File: src/rtl/cp0_excpt_ctrl_pkg.sv
// Shared CP0 constants: register numbers, exception flag bits, ExcCodes and field positions,
// plus the single-event priority selector used by the exception controller.
package cp0_excpt_ctrl_pkg;

    localparam logic [4:0] REG_BADVADDR = 5'd8;
    localparam logic [4:0] REG_COUNT    = 5'd9;
    localparam logic [4:0] REG_COMPARE  = 5'd11;
    localparam logic [4:0] REG_STATUS   = 5'd12;
    localparam logic [4:0] REG_CAUSE    = 5'd13;
    localparam logic [4:0] REG_EPC      = 5'd14;

    localparam int EXC_ADEL_BIT = 4;
    localparam int EXC_SYS_BIT  = 8;
    localparam int EXC_ERET_BIT = 9;
    localparam int EXC_RI_BIT   = 10;
    localparam int EXC_OV_BIT   = 12;

    typedef enum logic [4:0] {
        CODE_INT  = 5'd0,
        CODE_ADEL = 5'd4,
        CODE_SYS  = 5'd8,
        CODE_RI   = 5'd10,
        CODE_OV   = 5'd12
    } exc_code_e;

    localparam int ST_IE     = 0;
    localparam int ST_EXL    = 1;
    localparam int CA_EXC_LO = 2;
    localparam int CA_EXC_HI = 6;
    localparam int CA_SW_LO  = 8;
    localparam int CA_SW_HI  = 9;
    localparam int CA_HW_LO  = 10;
    localparam int CA_HW_HI  = 15;
    localparam int CA_WP     = 22;
    localparam int CA_IV     = 23;
    localparam int CA_BD     = 31;

    localparam logic [31:0] STATUS_RST = 32'h1000_0000;

    typedef enum logic [2:0] {
        EV_NONE, EV_INT, EV_ADEL, EV_RI, EV_OV, EV_SYS, EV_ERET
    } event_e;

    // Exactly one event wins per cycle; everything below it is dropped.
    function automatic event_e pick_event(input logic int_req, input logic [31:0] exc);
        if (int_req)                 return EV_INT;
        else if (exc[EXC_ADEL_BIT])  return EV_ADEL;
        else if (exc[EXC_RI_BIT])    return EV_RI;
        else if (exc[EXC_OV_BIT])    return EV_OV;
        else if (exc[EXC_SYS_BIT])   return EV_SYS;
        else if (exc[EXC_ERET_BIT])  return EV_ERET;
        else                         return EV_NONE;
    endfunction

endpackage

File: src/rtl/cp0_excpt_ctrl_if.sv
// Pipeline <-> CP0 signal bundle: mtc0/mfc0 access, MEM-stage exception info and the redirect.
interface cp0_excpt_ctrl_if #(
    parameter int NUM_HW_INT = 6
);
    logic                  cp0we;
    logic [4:0]            cp0Addr;
    logic [31:0]           cp0wData;
    logic [31:0]           cp0rData;
    logic [NUM_HW_INT-1:0] intr;
    logic [31:0]           excptype;
    logic [31:0]           pc;
    logic                  inDelaySlot;
    logic [31:0]           badAddr;
    logic                  flush;
    logic [31:0]           excVector;
    logic                  intimer;
    logic [31:0]           status;
    logic [31:0]           cause;
    logic [31:0]           epc;

    modport master (
        output cp0we, cp0Addr, cp0wData, intr, excptype, pc, inDelaySlot, badAddr,
        input  cp0rData, flush, excVector, intimer, status, cause, epc
    );

    modport slave (
        input  cp0we, cp0Addr, cp0wData, intr, excptype, pc, inDelaySlot, badAddr,
        output cp0rData, flush, excVector, intimer, status, cause, epc
    );
endinterface

File: src/rtl/cp0_excpt_ctrl_timer.sv
// Count/Compare pair with the sticky timer-pending flag; intimer_next lets Cause.IP
// pick up the timer in the same edge that sets the flag.
module cp0_timer (
    input  logic        clk,
    input  logic        rst,
    input  logic        cnt_we,
    input  logic        cmp_we,
    input  logic [31:0] wdata,
    output logic [31:0] count,
    output logic [31:0] compare,
    output logic        intimer,
    output logic        intimer_next
);
    logic [31:0] count_q, count_d;
    logic [31:0] compare_q, compare_d;
    logic        intimer_q, intimer_d;

    always_comb begin
        count_d   = cnt_we ? wdata : count_q + 32'd1;
        compare_d = cmp_we ? wdata : compare_q;
        intimer_d = intimer_q;
        if (compare_q != 32'd0 && count_d == compare_q)
            intimer_d = 1'b1;
        // A Compare write acknowledges the timer even if it matches this cycle.
        if (cmp_we)
            intimer_d = 1'b0;
    end

    always_ff @(posedge clk) begin
        if (!rst) begin
            count_q   <= 32'd0;
            compare_q <= 32'd0;
            intimer_q <= 1'b0;
        end else begin
            count_q   <= count_d;
            compare_q <= compare_d;
            intimer_q <= intimer_d;
        end
    end

    assign count        = count_q;
    assign compare      = compare_q;
    assign intimer      = intimer_q;
    assign intimer_next = intimer_d;
endmodule

File: src/rtl/cp0_excpt_ctrl.sv
// CP0 register file, interrupt masking, prioritised exception entry/eret and the registered
// flush/redirect back to fetch.
module cp0_excpt_ctrl
    import cp0_excpt_ctrl_pkg::*;
#(
    parameter int          NUM_HW_INT       = 6,
    parameter int          TIMER_IP         = 7,
    parameter logic [31:0] EXC_VECTOR       = 32'h0000_0040,
    parameter bit          SYSCALL_RET_NEXT = 1'b1
) (
    input logic              clk,
    input logic              rst,
    cp0_excpt_ctrl_if.slave  bus
);
    logic [31:0] status_q, status_d;
    logic [31:0] cause_q, cause_d;
    logic [31:0] epc_q, epc_d;
    logic [31:0] badvaddr_q, badvaddr_d;
    logic        flush_q, flush_d;
    logic [31:0] exc_vector_q, exc_vector_d;

    logic [31:0] count, compare;
    logic        intimer, intimer_next;
    logic        cnt_we, cmp_we;
    logic        int_req;
    logic [5:0]  ip_hw;
    event_e      ev;
    exc_code_e   code;

    assign cnt_we = bus.cp0we && (bus.cp0Addr == REG_COUNT);
    assign cmp_we = bus.cp0we && (bus.cp0Addr == REG_COMPARE);

    cp0_timer u_timer (
        .clk          (clk),
        .rst          (rst),
        .cnt_we       (cnt_we),
        .cmp_we       (cmp_we),
        .wdata        (bus.cp0wData),
        .count        (count),
        .compare      (compare),
        .intimer      (intimer),
        .intimer_next (intimer_next)
    );

    assign int_req = (|(cause_q[15:8] & status_q[15:8])) & status_q[ST_IE]
                     & ~status_q[ST_EXL] & ~flush_q;

    always_comb begin
        status_d     = status_q;
        cause_d      = cause_q;
        epc_d        = epc_q;
        badvaddr_d   = badvaddr_q;
        flush_d      = 1'b0;
        exc_vector_d = exc_vector_q;
        code         = CODE_INT;

        ip_hw = 6'(bus.intr);
        ip_hw[TIMER_IP-2] = ip_hw[TIMER_IP-2] | intimer_next;
        cause_d[CA_HW_HI:CA_HW_LO] = ip_hw;

        if (bus.cp0we) begin
            case (bus.cp0Addr)
                REG_STATUS: status_d = bus.cp0wData;
                REG_CAUSE: begin
                    cause_d[CA_SW_HI:CA_SW_LO] = bus.cp0wData[CA_SW_HI:CA_SW_LO];
                    cause_d[CA_IV]             = bus.cp0wData[CA_IV];
                    cause_d[CA_WP]             = bus.cp0wData[CA_WP];
                end
                REG_EPC:    epc_d = bus.cp0wData;
                default: ;
            endcase
        end

        // Instructions in MEM during the flush cycle are already killed.
        ev = pick_event(int_req, flush_q ? 32'd0 : bus.excptype);

        case (ev)
            EV_INT:  code = CODE_INT;
            EV_ADEL: code = CODE_ADEL;
            EV_RI:   code = CODE_RI;
            EV_OV:   code = CODE_OV;
            EV_SYS:  code = CODE_SYS;
            default: code = CODE_INT;
        endcase

        if (ev == EV_ERET) begin
            status_d[ST_EXL] = 1'b0;
            flush_d          = 1'b1;
            exc_vector_d     = epc_q;
        end else if (ev != EV_NONE) begin
            cause_d[CA_EXC_HI:CA_EXC_LO] = code;
            // A nested exception keeps the outer handler's return state.
            if (!status_q[ST_EXL]) begin
                if (bus.inDelaySlot) begin
                    epc_d          = bus.pc - 32'd4;
                    cause_d[CA_BD] = 1'b1;
                end else begin
                    epc_d          = (ev == EV_SYS && SYSCALL_RET_NEXT) ? bus.pc + 32'd4 : bus.pc;
                    cause_d[CA_BD] = 1'b0;
                end
            end
            status_d[ST_EXL] = 1'b1;
            if (ev == EV_ADEL)
                badvaddr_d = bus.badAddr;
            flush_d      = 1'b1;
            exc_vector_d = EXC_VECTOR;
        end
    end

    always_ff @(posedge clk) begin
        if (!rst) begin
            status_q     <= STATUS_RST;
            cause_q      <= 32'd0;
            epc_q        <= 32'd0;
            badvaddr_q   <= 32'd0;
            flush_q      <= 1'b0;
            exc_vector_q <= 32'd0;
        end else begin
            status_q     <= status_d;
            cause_q      <= cause_d;
            epc_q        <= epc_d;
            badvaddr_q   <= badvaddr_d;
            flush_q      <= flush_d;
            exc_vector_q <= exc_vector_d;
        end
    end

    always_comb begin
        case (bus.cp0Addr)
            REG_BADVADDR: bus.cp0rData = badvaddr_q;
            REG_COUNT:    bus.cp0rData = count;
            REG_COMPARE:  bus.cp0rData = compare;
            REG_STATUS:   bus.cp0rData = status_q;
            REG_CAUSE:    bus.cp0rData = cause_q;
            REG_EPC:      bus.cp0rData = epc_q;
            default:      bus.cp0rData = 32'd0;
        endcase
    end

    assign bus.flush     = flush_q;
    assign bus.excVector = exc_vector_q;
    assign bus.intimer   = intimer;
    assign bus.status    = status_q;
    assign bus.cause     = cause_q;
    assign bus.epc       = epc_q;
endmodule

File: src/flat_wrapper.sv
// flat-port wrapper written by rule: the top's interface ports become plain ports
module cp0_excpt_ctrl_flat import cp0_excpt_ctrl_pkg::*;
#(
    parameter int          NUM_HW_INT       = 6,
    parameter int          TIMER_IP         = 7,
    parameter logic [31:0] EXC_VECTOR       = 32'h0000_0040,
    parameter bit          SYSCALL_RET_NEXT = 1'b1
)
  (clk, rst, bus_cp0we, bus_cp0Addr, bus_cp0wData, bus_intr, bus_excptype, bus_pc, bus_inDelaySlot, bus_badAddr, bus_cp0rData, bus_flush, bus_excVector, bus_intimer, bus_status, bus_cause, bus_epc);
  cp0_excpt_ctrl_if #(.NUM_HW_INT(NUM_HW_INT)) bus_i ();
  input logic clk;
  input logic rst;
  input wire logic [$bits(bus_i.cp0we)-1:0] bus_cp0we;
  input wire logic [$bits(bus_i.cp0Addr)-1:0] bus_cp0Addr;
  input wire logic [$bits(bus_i.cp0wData)-1:0] bus_cp0wData;
  input wire logic [$bits(bus_i.intr)-1:0] bus_intr;
  input wire logic [$bits(bus_i.excptype)-1:0] bus_excptype;
  input wire logic [$bits(bus_i.pc)-1:0] bus_pc;
  input wire logic [$bits(bus_i.inDelaySlot)-1:0] bus_inDelaySlot;
  input wire logic [$bits(bus_i.badAddr)-1:0] bus_badAddr;
  output wire logic [$bits(bus_i.cp0rData)-1:0] bus_cp0rData;
  output wire logic [$bits(bus_i.flush)-1:0] bus_flush;
  output wire logic [$bits(bus_i.excVector)-1:0] bus_excVector;
  output wire logic [$bits(bus_i.intimer)-1:0] bus_intimer;
  output wire logic [$bits(bus_i.status)-1:0] bus_status;
  output wire logic [$bits(bus_i.cause)-1:0] bus_cause;
  output wire logic [$bits(bus_i.epc)-1:0] bus_epc;
  assign bus_i.cp0we = bus_cp0we;
  assign bus_i.cp0Addr = bus_cp0Addr;
  assign bus_i.cp0wData = bus_cp0wData;
  assign bus_i.intr = bus_intr;
  assign bus_i.excptype = bus_excptype;
  assign bus_i.pc = bus_pc;
  assign bus_i.inDelaySlot = bus_inDelaySlot;
  assign bus_i.badAddr = bus_badAddr;
  assign bus_cp0rData = bus_i.cp0rData;
  assign bus_flush = bus_i.flush;
  assign bus_excVector = bus_i.excVector;
  assign bus_intimer = bus_i.intimer;
  assign bus_status = bus_i.status;
  assign bus_cause = bus_i.cause;
  assign bus_epc = bus_i.epc;
  cp0_excpt_ctrl #(.NUM_HW_INT(NUM_HW_INT), .TIMER_IP(TIMER_IP), .EXC_VECTOR(EXC_VECTOR), .SYSCALL_RET_NEXT(SYSCALL_RET_NEXT)) u_core (.clk(clk), .rst(rst), .bus(bus_i));
endmodule
File: config.mk
export PLATFORM = sky130hd
export DESIGN_NAME = cp0_excpt_ctrl_flat
export DESIGN_NICKNAME = d
export VERILOG_FILES = /design/src/rtl/cp0_excpt_ctrl_pkg.sv /design/src/rtl/cp0_excpt_ctrl_if.sv /design/src/rtl/cp0_excpt_ctrl_timer.sv /design/src/rtl/cp0_excpt_ctrl.sv /design/src/flat_wrapper.sv
export SDC_FILE = /design/constraint.sdc
export NUM_CORES = 1
export LEC_CHECK = 0
export CORE_MARGIN = 3
export CORE_UTILIZATION = 35
export DETAILED_ROUTE_END_ITERATION = 8
export SLEW_MARGIN = 20
export SYNTH_ARGS = -nofsm -noshare
export SYNTH_HDL_FRONTEND = slang
export SYNTH_SLANG_ARGS = --single-unit
File: constraint.sdc
create_clock -name clk -period 4.8 [get_ports clk]
set_input_delay 1.2 -clock clk [delete_from_list [all_inputs] [get_ports clk]]
set_output_delay 1.2 -clock clk [all_outputs]
set_load 0.02 [all_outputs]
==> summary.md, run 1 <==
| Metric | Value |
|---|---|
| Status | finished, final reports clean |
| RSZ-0062 raised after global routing | no |
| Startpoint Class | primary input |
| Vias in the first global route | 11750 |
| CTS resizes | 0 |
| Synthesis Warnings | 0 |
| Routed via count | between 10000 and 15000 |
| Synth area leader | dfxtp_1 |
| RR Endpoint | u_core.bus.cause[15]$_SDFF_PN0_ |
| First-pass GRT wire length | roughly 75000 µm |
| Crit-path slowest cell | clkdlybuf4s50_1 |
| PortBufs | around 260 |
| Commonest register cell after synthesis | dfxtp_1 |
| Die area | 0.03557 mm² |
| Initial antenna violation count | 3 |
| Crit path max fanout | 36 |
| Grt ovf | 0 |
| Routed WL | 50440 µm |
| Placer Congestion | 0.9551 |
| Worst r2r src | u_core.u_timer.count[0]$_SDFF_PN0_ |
| Max transition margin | between 40 and 50% |
| Post-layout net count | about 1800 |
| Cell mode on critical path | clkdlybuf4s50_1 |
| Worst-case clock buffer depth | 3 |
| Hold buffers post-CTS | 0 |
| Die extent in x | between 150 and 200 µm |
| Layout cells sized above 1 | under 10% |
| Max stage delay on crit path | about 0.63 ns |
| CP Capture Point | bus_cp0rData[31] |
| Die Span Y | ~190 µm |
| # rows | 66 |
| Crit path launch | bus_cp0Addr[1] |
| Max Cap Violations | 0 |
| Leakage power | 5.728 nW |
| Area Growth Syn to Fin | 32.83% |
| WL/cell | between 20 and 25 µm |
| Post-CTS Setup Inserts | 0 |
| Post-route setup slack | ~0.10 ns |
| Share of the synthesized area in the top cell type | between 30% and 40% |
| Crit. path cell count | 8 |
| Yosys reg bits | between 200 and 250 |
| Clock Latency Late Sink | 0.54 ns |
| TritonCTS clock tree | done |
| Tcrit/Tclk final | 97.85% |
| Crit path buf inv count | 4 |
| Setup CP Type | primary input to output pin |
| Setup crit end kind | output pin |
| DRT iter0 DRCs | between 1000 and 1500 |
| Worst R2R Setup Slack | 1.38 ns |
| Max-slew violations | 0 |
| Avg Inst Size Synth | approximately 8.0 µm² |
| Req. time, crit path | 3.60 ns |
| Most frequent cells in the layout | 261 x nand2_1, 247 x clkdlybuf4s50_1, 208 x dfxtp_1, 135 x a21oi_1, 106 x nor2_1 |
| CTS H-tree depth | 1 |
| CP Cell Sequence | clkdlybuf4s50_1 -> buf_4 -> nand2_1 -> nor4b_4 -> buf_12 -> a22oi_1 -> nand3_1 -> clkdlybuf4s50_1 |
| Final Hold Vio Count | 0 |
| Worst-path clk slew | 0.06 ns |
| Unique cell type count in the Yosys netlist | approximately 100 |
| Highest Clock Rate | approximately 0.21 GHz |
| Initial core utilization | a little over a third |
| Root Buffer | clkbuf_16 |
| I/O pins | between 300 and 400 |
| Maximum VDD drop | approximately 0.25 mV |
| TritonCTS Buffers | 25 |
| Core box area | 0.03270 mm² |
| Setup Skew | between 0.015 and 0.02 ns |
| Final setup viols | 0 |
| Place WS | 0.05458 ns |
| Sequential area share after synthesis | a little over a third |
| Post-synth EDFFs | 0 |
| HPWL Detailed | 37610 µm |
| Post-Syn Area | ~0.012 mm² |
| Worst hold path type | flip-flop to flip-flop |
| Min cycle time layout | ~4.7 ns |
| Synth Instances | ~1500 |
| Worst slew pin tran | 0.8940 ns |
| Routed Antenna Nets | 0 |
| Main area contributors after synthesis | dfxtp_1 36%, nand2_1 8.4%, a22oi_1 6.2% |
| Residual DRC count | 0 |
| Vias per std cell | around 5.7 |
| Tot GR Track Use | between 20% and 30% |
| Commonest non-fill, non-tap cell in the layout | nand2_1 |
| CTS sink cnt | approximately 210 |
| Post-synth ARST share | 0% |
| Worst R2R Path Depth | 10 |
| CP delay by family, top | buffers and inverters |
| Arr. time, crit path | between 3 and 4 ns |
| Final setup TNS | 0 ns |
| DRT Pass-1 Iters | 9 |
| Largest net degree at the start of global routing | 81 |
| Pwr per Cell Area | roughly 280 mW/mm² |
tightest hold or removal path, cell delays in order (launching register included):
cell     delay (ns)
dfxtp_1        0.31
nand2_1        0.05
a21oi_1        0.05
metrics by stage:
| step | util [%] | area, µm² | hold WS [ns] | instances | power (mW) |
|---|---|---|---|---|---|
| 2_1_floorplan | - | 11740 | 0.4368 | 1483 | 2.182 |
| 3_3_place_gp | 44.88 | 14680 | 0.4426 | 2099 | 2.535 |
| 3_5_place_dp | 44.88 | 14680 | 0.4471 | 2099 | 2.537 |
| 4_1_cts | 47.29 | 15470 | 0.4550 | 2142 | 4.388 |
| 5_1_grt | 47.41 | 15500 | 0.4747 | 2145 | 4.524 |
| 6_report | 47.41 | 15500 | 0.4573 | 2145 | 4.376 |
flip-flops by register name, summed over array words and instances, names as in the netlist:
name                    cells
u_core.badvaddr_q          32
u_core.bus.cause           14
u_core.bus.epc             32
u_core.bus.excVector       32
u_core.bus.flush            1
u_core.bus.status          32
u_core.u_timer.compare     32
u_core.u_timer.count       32
u_core.u_timer.intimer      1
kinds of logic after synthesis:
group | count (synthesis) | synth area share [%]
flip-flops | 208 | 35.68
AND/OR/NAND/NOR | 580 | 24.50
other | 1 | 0.03213
adder cells (fa/ha/maj) | 3 | 0.3216
multiplexers | 30 | 2.691
XOR/XNOR | 87 | 6.786
AO/OA/AOI/OAI | 400 | 23.32
buffers and inverters | 157 | 6.679
cells in the mapped netlist, types with 22 or more instances:
cell type	number
a211oi_1	33
o21ai_0	31
a21oi_1	136
nand3_1	38
clkbuf_1	91
nor2_1	107
dfxtp_1	208
a22oi_1	97
xnor2_1	42
nand2_1	261
xor2_1	43
nor3_1	24
nor4_1	22
inv_1	23
nand4_1	24
metal layers:
metal | vias up | global-route usage, % | part of all wire [%]
li1 | 5706 | - | -
met1 | 5890 | 37.14 | 42
met2 | 589 | 43.72 | 46
met3 | 81 | 5.340 | 9.1
met4 | 0 | 8.078 | 3.2
met5 | - | 0 | 0
power breakdown:
group          switching, mW  leakage, nW  internal, mW
clock network          0.767        0.393          1.10
logic                  0.359         3.64         0.267
registers             0.0961         1.69          1.79
how the worst min path moves through the flow:
stage	to	depth (start not counted)	slack [ns]	from
6_report	u_core.badvaddr_q[22]$_SDFFE_PN0P_	2	0.46	u_core.badvaddr_q[22]$_SDFFE_PN0P_
3_5_place_dp	u_core.badvaddr_q[8]$_SDFFE_PN0P_	2	0.45	u_core.badvaddr_q[8]$_SDFFE_PN0P_
2_1_floorplan	u_core.badvaddr_q[0]$_SDFFE_PN0P_	2	0.44	u_core.badvaddr_q[0]$_SDFFE_PN0P_
5_1_grt	u_core.badvaddr_q[7]$_SDFFE_PN0P_	2	0.47	u_core.badvaddr_q[7]$_SDFFE_PN0P_
3_3_place_gp	u_core.badvaddr_q[0]$_SDFFE_PN0P_	2	0.44	u_core.badvaddr_q[0]$_SDFFE_PN0P_
4_1_cts	u_core.badvaddr_q[8]$_SDFFE_PN0P_	2	0.45	u_core.badvaddr_q[8]$_SDFFE_PN0P_
cell type report:
type | instances | area, µm²
fill | 3228 | 17200
multi-input combinational | 1118 | 6833
sequential | 208 | 4164
timing repair buffer | 307 | 3063
clock buffer | 37 | 730.7
tap | 442 | 553.0
inverter | 24 | 92.59
clock inverter | 6 | 58.81
antenna | 3 | 7.507
No activity file was read; power rests on OpenSTA's default activity.
==> run 2, diff against run 1 <==
--- a/config.mk
+++ b/config.mk
@@ -9,2 +9,3 @@
 export CORE_UTILIZATION = 35
+export CTS_BUF_LIST = sky130_fd_sc_hd__clkbuf_16
 export DETAILED_ROUTE_END_ITERATION = 8
==> constraint.sdc (replaced) <==
create_clock -name clk -period 4.8 [get_ports clk]
set_input_delay 0.48 -clock clk [delete_from_list [all_inputs] [get_ports clk]]
set_output_delay 0.48 -clock clk [all_outputs]
set_load 0.02 [all_outputs]
==> run 2 against run 1 <==
Sequential share of layout area rose by 0.41 points. Cell area fell by 1.5%. Via count barely moved. Fmax rose by 22%. Routed wire length fell by 0.29%. Worst hold slack got worse by 0.0028 ns. Register-to-register slack improved by 0.20 ns. Non-clock buffer count fell by 24. Count of clock-buffer cells in the layout fell by 12. Critical path depth fell by 1. Critical endpoint is now bus_cp0rData[13].
==> summary.md, run 2 (same netlist as run 1, synthesis figures left out) <==
| Metric | Value |
|---|---|
| CTS H-tree depth | 1 (unchanged) |
| Placer Congestion | 0.9695 (was 0.9551) |
| Clock Latency Late Sink | 0.54 ns (about the same) |
| First-pass GRT wire length | 75260 µm (was 75330 µm) |
| Pwr per Cell Area | 292.8 mW/mm² (was 282.3 mW/mm²) |
| CTS sink cnt | 208 (unchanged) |
| Grt ovf | 0 (unchanged) |
| Final Hold Vio Count | 0 (unchanged) |
| Final setup TNS | 0 ns (unchanged) |
| RR Endpoint | u_core.bus.cause[15]$_SDFF_PN0_ (unchanged) |
| TritonCTS Buffers | 25 (unchanged) |
| Residual DRC count | 0 (unchanged) |
| Largest net degree at the start of global routing | 88 (was 81) |
| RSZ-0062 raised after global routing | no (unchanged) |
| Highest Clock Rate | 0.2596 GHz (was 0.2129 GHz) |
| Layout cells sized above 1 | 7.207% (was 8.765%) |
| Worst r2r src | u_core.u_timer.count[0]$_SDFF_PN0_ (unchanged) |
| Worst-case clock buffer depth | 3 (unchanged) |
| WL/cell | 23.66 µm (was 23.52 µm) |
| Hold_ws | 0.4545 ns (was 0.4573 ns) |
| Min cycle time layout | 3.852 ns (was 4.697 ns) |
| Final setup viols | 0 (unchanged) |
| Placed instance area | 0.01442 mm² (was 0.01468 mm²) |
| Maximum VDD drop | 0.2520 mV (was 0.2463 mV) |
| TritonCTS clock tree | done (unchanged) |
| Setup CP Type | primary input to output pin (unchanged) |
| Post-layout net count | 1806 (was 1830) |
| DRT Pass-1 Iters | 7 (was 9) |
| Startpoint Class | primary input (unchanged) |
| Design area | 0.01527 mm² (was 0.01550 mm²) |
| Most frequent cells in the layout | 261 x nand2_1, 259 x clkdlybuf4s50_1, 208 x dfxtp_1, 135 x a21oi_1, 106 x nor2_1 (was 261 x nand2_1, 247 x clkdlybuf4s50_1, 208 x dfxtp_1, 135 x a21oi_1, 106 x nor2_1) |
| PortBufs | 259 (unchanged) |
| Root Buffer | clkbuf_16 (unchanged) |
| Status | finished, final reports clean (unchanged) |
| Max-slew violations | 0 (unchanged) |
| Tcrit/Tclk final | 80.25% (was 97.85%) |
| Initial core utilization | 35.69% (unchanged) |
| Post-CTS Setup Inserts | 0 (unchanged) |
| Hold_sp | u_core.badvaddr_q[21]$_SDFFE_PN0P_ (was u_core.badvaddr_q[22]$_SDFFE_PN0P_) |
| # rows | 66 (unchanged) |
| Setup Skew | 0.008832 ns (was 0.01523 ns) |
| Req. time, crit path | 4.32 ns (was 3.60 ns) |
| Routed Antenna Nets | 0 (unchanged) |
| Area Growth Syn to Fin | 30.84% (was 32.83%) |
| Worst hold path type | flip-flop to flip-flop (unchanged) |
| Vias per std cell | 5.774 (was 5.718) |
| CTS resizes | 0 (unchanged) |
| Worst-path clk slew | 0.06 ns (about the same) |
| Core box area | 0.03270 mm² (unchanged) |
| Crit path max fanout | 32 (was 36) |
| Worst R2R Setup Slack | 1.58 ns (was 1.38 ns) |
| DRT iter0 DRCs | 1472 (was 1359) |
| Hold buffers post-CTS | 0 (unchanged) |
| Worst R2R Path Depth | 9 (was 10) |
| Max Cap Violations | 0 (unchanged) |
| Routed WL | 50300 µm (was 50440 µm) |
| Hold path endpoint | u_core.badvaddr_q[21]$_SDFFE_PN0P_ (was u_core.badvaddr_q[22]$_SDFFE_PN0P_) |
| Setup crit end kind | output pin (unchanged) |
| Commonest non-fill, non-tap cell in the layout | nand2_1 (unchanged) |
| Routed via count | 12280 (was 12270) |
| Arr. time, crit path | 3.37 ns (was 3.50 ns) |
| HPWL Detailed | 36940 µm (was 37610 µm) |
| Die Span Y | 188.6 µm (unchanged) |
| Vias in the first global route | 11960 (was 11750) |
| Leakage power | 5.450 nW (was 5.728 nW) |
| Worst slew pin tran | 0.9949 ns (was 0.8940 ns) |
| Die area | 0.03557 mm² (unchanged) |
| Die extent in x | 188.6 µm (unchanged) |
| Initial antenna violation count | 5 (was 3) |
| I/O pins | 305 (unchanged) |
| Hold depth | 2 (unchanged) |
| Tot GR Track Use | 27.29% (was 27.22%) |
| Max transition margin | 33.67% (was 40.19%) |
## run 2: cell count changes in the layout (fill, tap and decap cells not counted), sizes merged
cell | before | now
inv | 25 | 28
diode | 3 | 5
clkbuf | 37 | 25
dlymetal6s2s | 8 | 0
bufinv | 1 | 4
clkdlybuf4s50 | 247 | 259
clkinvlp | 0 | 3
clkinv | 4 | 10
buf | 52 | 24
## run 2: worst max-delay path by stage
stage              startpoint          endpoint  slack (ns)  depth (start not counted)
2_1_floorplan  bus_cp0Addr[1]  bus_cp0rData[10]        2.34                          6
3_3_place_gp   bus_cp0Addr[2]  bus_cp0rData[12]        1.03                          7
3_5_place_dp   bus_cp0Addr[2]  bus_cp0rData[12]        1.01                          7
4_1_cts        bus_cp0Addr[2]  bus_cp0rData[12]        1.00                          7
5_1_grt        bus_cp0Addr[2]  bus_cp0rData[15]        0.89                          7
6_report       bus_cp0Addr[2]  bus_cp0rData[13]        0.95                          7
## run 2: cell type report
type	count	area (µm²)
well taps	442	553.0
flip-flops and latches	208	4164
multi-input cells	1118	6825
fillers	3286	17430
inverters	24	92.59
clock buffers	25	625.6
clock inverters	21	212.7
diodes	5	12.51
repair buffers	283	2785
## run 2: per-layer routing
| metal | share of wire, % | GRT usage, % | vias to the layer above |
|---|---|---|---|
| met5 | 0 | 0 | - |
| met4 | 3.4 | 10.08 | 0 |
| met3 | 8.6 | 4.837 | 86 |
| met2 | 45 | 43.01 | 595 |
| met1 | 43 | 37.41 | 5921 |
| li1 | - | - | 5674 |
## run 2: worst max-delay path: stages
cell and delay [ns]:
clkdlybuf4s50_1 0.55, or3b_1 0.67, nor3_2 0.18, buf_4 0.42, a22oi_1 0.17, nand3_1 0.21, clkdlybuf4s50_1 0.64
## run 2: metrics by stage
step	util, %	power [mW]	setup WS (ns)	std cells
3_5_place_dp	44.09	2.524	1.011	2075
2_1_floorplan	-	2.182	2.344	1483
5_1_grt	46.70	4.606	0.8910	2126
4_1_cts	46.66	4.488	1.002	2121
3_3_place_gp	44.09	2.521	1.034	2075
6_report	46.70	4.471	0.9482	2126
## run 2: where the power goes
group | internal [mW] | total [mW] | leakage, nW | switching, mW
logic | 0.257 | 0.613 | 3.35 | 0.356
clock network | 1.17 | 1.97 | 0.408 | 0.808
registers | 1.79 | 1.88 | 1.69 | 0.0962
total | 3.21 | 4.47 | 5.45 | 1.26
